<file path="src/rtl/fetch_unit.sv">
// fetch_unit: sequential instruction fetch from a combinational ROM into a
// 2-entry {pc, inst} buffer with redirect (flush) and fetch-enable control.
`default_nettype none

module fetch_unit #(
    parameter int          AW       = 10,
    parameter int          DW       = 32,
    parameter logic [31:0] RESET_PC = 32'h0000_0000
) (
    input  logic          clk,
    input  logic          rst_n,
    input  logic          fetch_en,
    input  logic          redirect_valid,
    input  logic [31:0]   redirect_pc,
    output logic [AW-1:0] rom_raddr,
    input  logic [DW-1:0] rom_rdata,
    output logic          out_valid,
    input  logic          out_ready,
    output logic [31:0]   out_pc,
    output logic [DW-1:0] out_inst
);

    localparam logic [31:0] RESET_PC_ALIGNED = {RESET_PC[31:2], 2'b00};

    logic [31:0]   pc;
    logic [31:0]   fifo_pc   [2];
    logic [DW-1:0] fifo_inst [2];
    logic          rd_ptr;
    logic          wr_ptr;
    logic [1:0]    count;
    logic          pop;
    logic          push;
    logic          unused_redirect_bits;

    assign unused_redirect_bits = ^redirect_pc[1:0];

    assign out_valid = (count != 2'd0);
    assign pop       = out_valid & out_ready;
    // A full buffer can still accept a new fetch when its head leaves this cycle.
    assign push      = fetch_en & ~redirect_valid & ((count != 2'd2) | pop);
    assign rom_raddr = pc[AW+1:2];
    assign out_pc    = fifo_pc[rd_ptr];
    assign out_inst  = fifo_inst[rd_ptr];

    always_ff @(posedge clk or negedge rst_n) begin
        if (!rst_n) begin
            pc           <= RESET_PC_ALIGNED;
            count        <= 2'd0;
            rd_ptr       <= 1'b0;
            wr_ptr       <= 1'b0;
            fifo_pc[0]   <= '0;
            fifo_pc[1]   <= '0;
            fifo_inst[0] <= '0;
            fifo_inst[1] <= '0;
        end else if (redirect_valid) begin
            // Flush wins over any same-cycle pop or push.
            pc     <= {redirect_pc[31:2], 2'b00};
            count  <= 2'd0;
            rd_ptr <= 1'b0;
            wr_ptr <= 1'b0;
        end else begin
            if (push) begin
                fifo_pc[wr_ptr]   <= pc;
                fifo_inst[wr_ptr] <= rom_rdata;
                wr_ptr            <= ~wr_ptr;
                pc                <= pc + 32'd4;
            end
            if (pop) begin
                rd_ptr <= ~rd_ptr;
            end
            case ({push, pop})
                2'b10:   count <= count + 2'd1;
                2'b01:   count <= count - 2'd1;
                default: count <= count;
            endcase
        end
    end

endmodule

`default_nettype wire

</file>
<file path="config.mk">
export PLATFORM = sky130hd
export DESIGN_NAME = fetch_unit
export DESIGN_NICKNAME = d
export VERILOG_FILES = /design/src/rtl/fetch_unit.sv
export SDC_FILE = /design/constraint.sdc
export NUM_CORES = 1
export LEC_CHECK = 0
export CAP_MARGIN = 20
export CELL_PAD_IN_SITES_DETAIL_PLACEMENT = 1
export CELL_PAD_IN_SITES_GLOBAL_PLACEMENT = 1
export CORE_UTILIZATION = 25
export CTS_CLUSTER_SIZE = 10
export DETAILED_ROUTE_END_ITERATION = 12
export PLACE_DENSITY_LB_ADDON = 0.1
export SLEW_MARGIN = 15
export SYNTH_ARGS = -nofsm -noshare
export SYNTH_HDL_FRONTEND = slang
export SYNTH_SLANG_ARGS = --single-unit
</file>
<file path="constraint.sdc">
create_clock -name clk -period 2.5 [get_ports clk]
set_input_delay 0.75 -clock clk [delete_from_list [all_inputs] [get_ports clk]]
set_output_delay 0.75 -clock clk [all_outputs]
set_load 0.01 [all_outputs]
</file>
==> results.py <==
metrics = {
    "status": {
        "status": "finished, violations left",
        "violations": "negative setup slack",
    },
    "drt": {
        "drt_iter0_markers": 161,
        "num_vias": 5352,
        "viasPerCell": 4.646,
        "wirelength_um": 21210,
        "drt-pass1-iter-count": 4,
        "drc": 0,
        "wire_per_inst_um": 18.41,
        "final_antenna_net_count": 0,
    },
    "synth": {
        "synth-main-ff-cell": "dfrtp_1",
        "async_flop_share": 1.000,
        "synth_edf_count": 0,
        "ys_warn_count": 0,
        "synth.distinct_cells": 48,
        "synth-seq-cells": 158,
        "yosys.area.top_type": "dfrtp_1",
        "yosysSeqAreaShare": 0.5215,
        "ys_top_cells_by_area": "dfrtp_1, mux2_2, buf_4",
        "synth.avg_cell_area_um2": 12.76,
        "syn-instance-count": 594,
        "synth_top_area_frac": 0.5215,
        "synthesis.area_um2": 7582,
    },
    "clocking": {
        "cts_hold_buf": 0,
        "cts_buffer_depth": 2,
        "clk_latency_ns": 0.42,
        "clock-sinks": 158,
        "cts_tree": "built",
        "clk_pin_slew_ns": 0.07,
        "cts_buffers": 17,
        "clockRootBuffer": "clkbuf_16",
        "h-tree-depth": 4,
    },
    "critical_path": {
        "cpLargestDelayFamily": "flip-flops",
        "start_kind": "flip-flop",
        "crit_type": "flip-flop to output port",
        "crit_slowest_cell": "dfrtp_4",
        "cp.depth": 5,
        "cp_data_required_time_ns": 1.75,
        "rr_worst_depth": 4,
        "critical_path_buf_inv_count": 4,
        "cp_max_fo": 6,
        "cp.arrival_ns": 1.79,
        "cp_slowest_stage_delay_ns": 0.54,
        "cp_cell_sequence": "buf_12 > buf_8 > buf_16 > mux2_4 > buf_6",
        "cp-end-kind": "output port",
    },
    "sta": {
        "hold_viol": 0,
        "worst_hold_slack_ns": 0.2796,
        "slew_headroom": 0.6337,
        "finalCritPeriodShare": 1.016,
        "report.final.slew_viol_count": 0,
        "skew_ns": 0.01127,
        "max_freq_ghz": 0.3936,
        "fin_setup_tns_ns": -0.3148,
        "period_needed_ns": 2.541,
        "fin_ws_ns": -0.04089,
        "finalSetupViolCount": 11,
        "max_slew.worst_pin.slew_ns": 0.5495,
        "rsz0062_at_grt": "true",
    },
    "power_and_ir_drop": {
        "irDropWorstVdd_mv": 0.3593,
        "leakage_nw": 4.140,
        "total_power_mw": 8.145,
        "power_per_cell_area_nw_per_um2": 800.5,
    },
    "floorplanning": {
        "initial_core_util": 0.2551,
        "dieHeight_um": 176.2,
        "die_area_um2": 31030,
        "rows": 63,
        "die_w_um": 176.2,
        "coreArea_um2": 29720,
        "io_pins": 144,
    },
    "finish": {
        "antenna_cells": 0,
        "fin_nets": 819,
        "final_common_cell": "mux2_2",
        "n_fill_cell": 3185,
        "drive_above_1_share": 0.4226,
        "layout_common_cells": "mux2_2, dfrtp_1, clkdlybuf4s50_1, buf_2, buf_4",
        "design_area_um2": 10170,
        "area_growth_pct": 34.19,
        "utilization": 0.3424,
        "finalNonFillerCells": 1152,
    },
    "placement": {
        "finalWeightedCongestion": 0.7195,
        "dp_hpwl_um": 14400,
        "io_buffer_count": 139,
        "dpl_worst_slack_ns": -0.2751,
        "numPlacedInstances": 1108,
        "place_area_um2": 9604,
    },
    "global_routing": {
        "grt_pass1_wl_um": 34620,
        "grt_max_degree": 54,
        "grt-ovfl-total": 0,
        "track_usage": 0.1445,
        "gr-usage-met1": 0.1944,
        "met3_usage": 0.02929,
        "grt_pass1_vias": 5983,
        "antenna_found_initial": 0,
        "use_met2": 0.2372,
        "top_usage_layer": "met2",
    },
    "run": {
        "maxCapViolCount": 0,
    },
    "worst_hold_path": {
        "min_path_type": "primary input to asynchronous set/reset pin",
    },
}
-- routing by layer --
metal | vias to the layer above | wire length, µm
met5 | - | 0
met1 | 2745 | 10020
met2 | 126 | 10170
met4 | 0 | 168
met3 | 10 | 860
li1 | 2471 | -
-- worst paths after layout --
check | slack, ns | startpoint | endpoint
max | -0.04 | rd_ptr | out_inst[6]
min | 0.28 | rst_n | fifo_inst[5]
max reg2reg | 0.49 | pc[8] | pc[20]
min reg2reg | 0.48 | fifo_pc[45] | fifo_pc[45]
max in group asynchronous | 1.49 | rst_n | rd_ptr
min in group clk | 0.48 | fifo_pc[45] | fifo_pc[45]
-- final cells by class --
cell class,count,area (µm²),share of cell area
clock buffers,20,446.7,0.04390
well taps,390,488.0,0.04796
flip-flops and latches,158,3958,0.3890
clock inverters,12,112.6,0.01107
multi-input cells,383,3353,0.3296
inverters,4,15.01,0.001476
repair buffers,185,1802,0.1771
-- flip-flops by register name (all words and copies together), names as in the netlist --
name       cells
count          2
fifo_inst     64
fifo_pc       60
pc            30
rd_ptr         1
wr_ptr         1
-- cell families (layout without fill, tap and decap cells) --
kind of cell | Yosys count | after routing | share of synthesized area
muxes | 185 | 185 | 0.2746
buffers and inverters | 54 | 221 | 0.03977
and+or+nand+nor | 130 | 130 | 0.1003
xor gates and xnor gates | 10 | 10 | 0.01155
DFF | 158 | 158 | 0.5215
adders and majority gates | 1 | 1 | 0.001650
AOI/OAI and AO/OA | 55 | 55 | 0.05017
other | 1 | 2 | 0.0004946
-- synthesized netlist by cell type, types with 3 or more instances --
| library cell | count |
|---|---|
| o21ai_0 | 13 |
| mux2_2 | 181 |
| buf_4 | 22 |
| and3_1 | 9 |
| xor2_1 | 7 |
| nor2_1 | 22 |
| o31a_1 | 6 |
| xnor2_1 | 3 |
| or4_1 | 14 |
| a22oi_1 | 4 |
| clkbuf_1 | 11 |
| inv_1 | 3 |
| nand4_1 | 9 |
| nand3_1 | 18 |
| nand2b_1 | 3 |
| nand2_1 | 24 |
| buf_1 | 4 |
| nor4_1 | 4 |
| nor2b_1 | 3 |
| dfrtp_1 | 158 |
| and4_1 | 4 |
| mux2_1 | 3 |
| buf_2 | 13 |
| a31oi_1 | 11 |
| and2_1 | 3 |
| o31ai_1 | 14 |
-- power by group --
group	internal [mW]	switching, mW
clock network	1.41	1.10
logic	1.25	0.842
registers	3.18	0.365
-- what timing repair did --
action / 4_1_cts / 5_1_grt
resized for setup: 236 / 16
gates cloned: 3 / 0
setup buffers: 9 / 0
setup endpoints to repair: 62 / 27
Note: power is estimated with default switching activity, not from simulation.
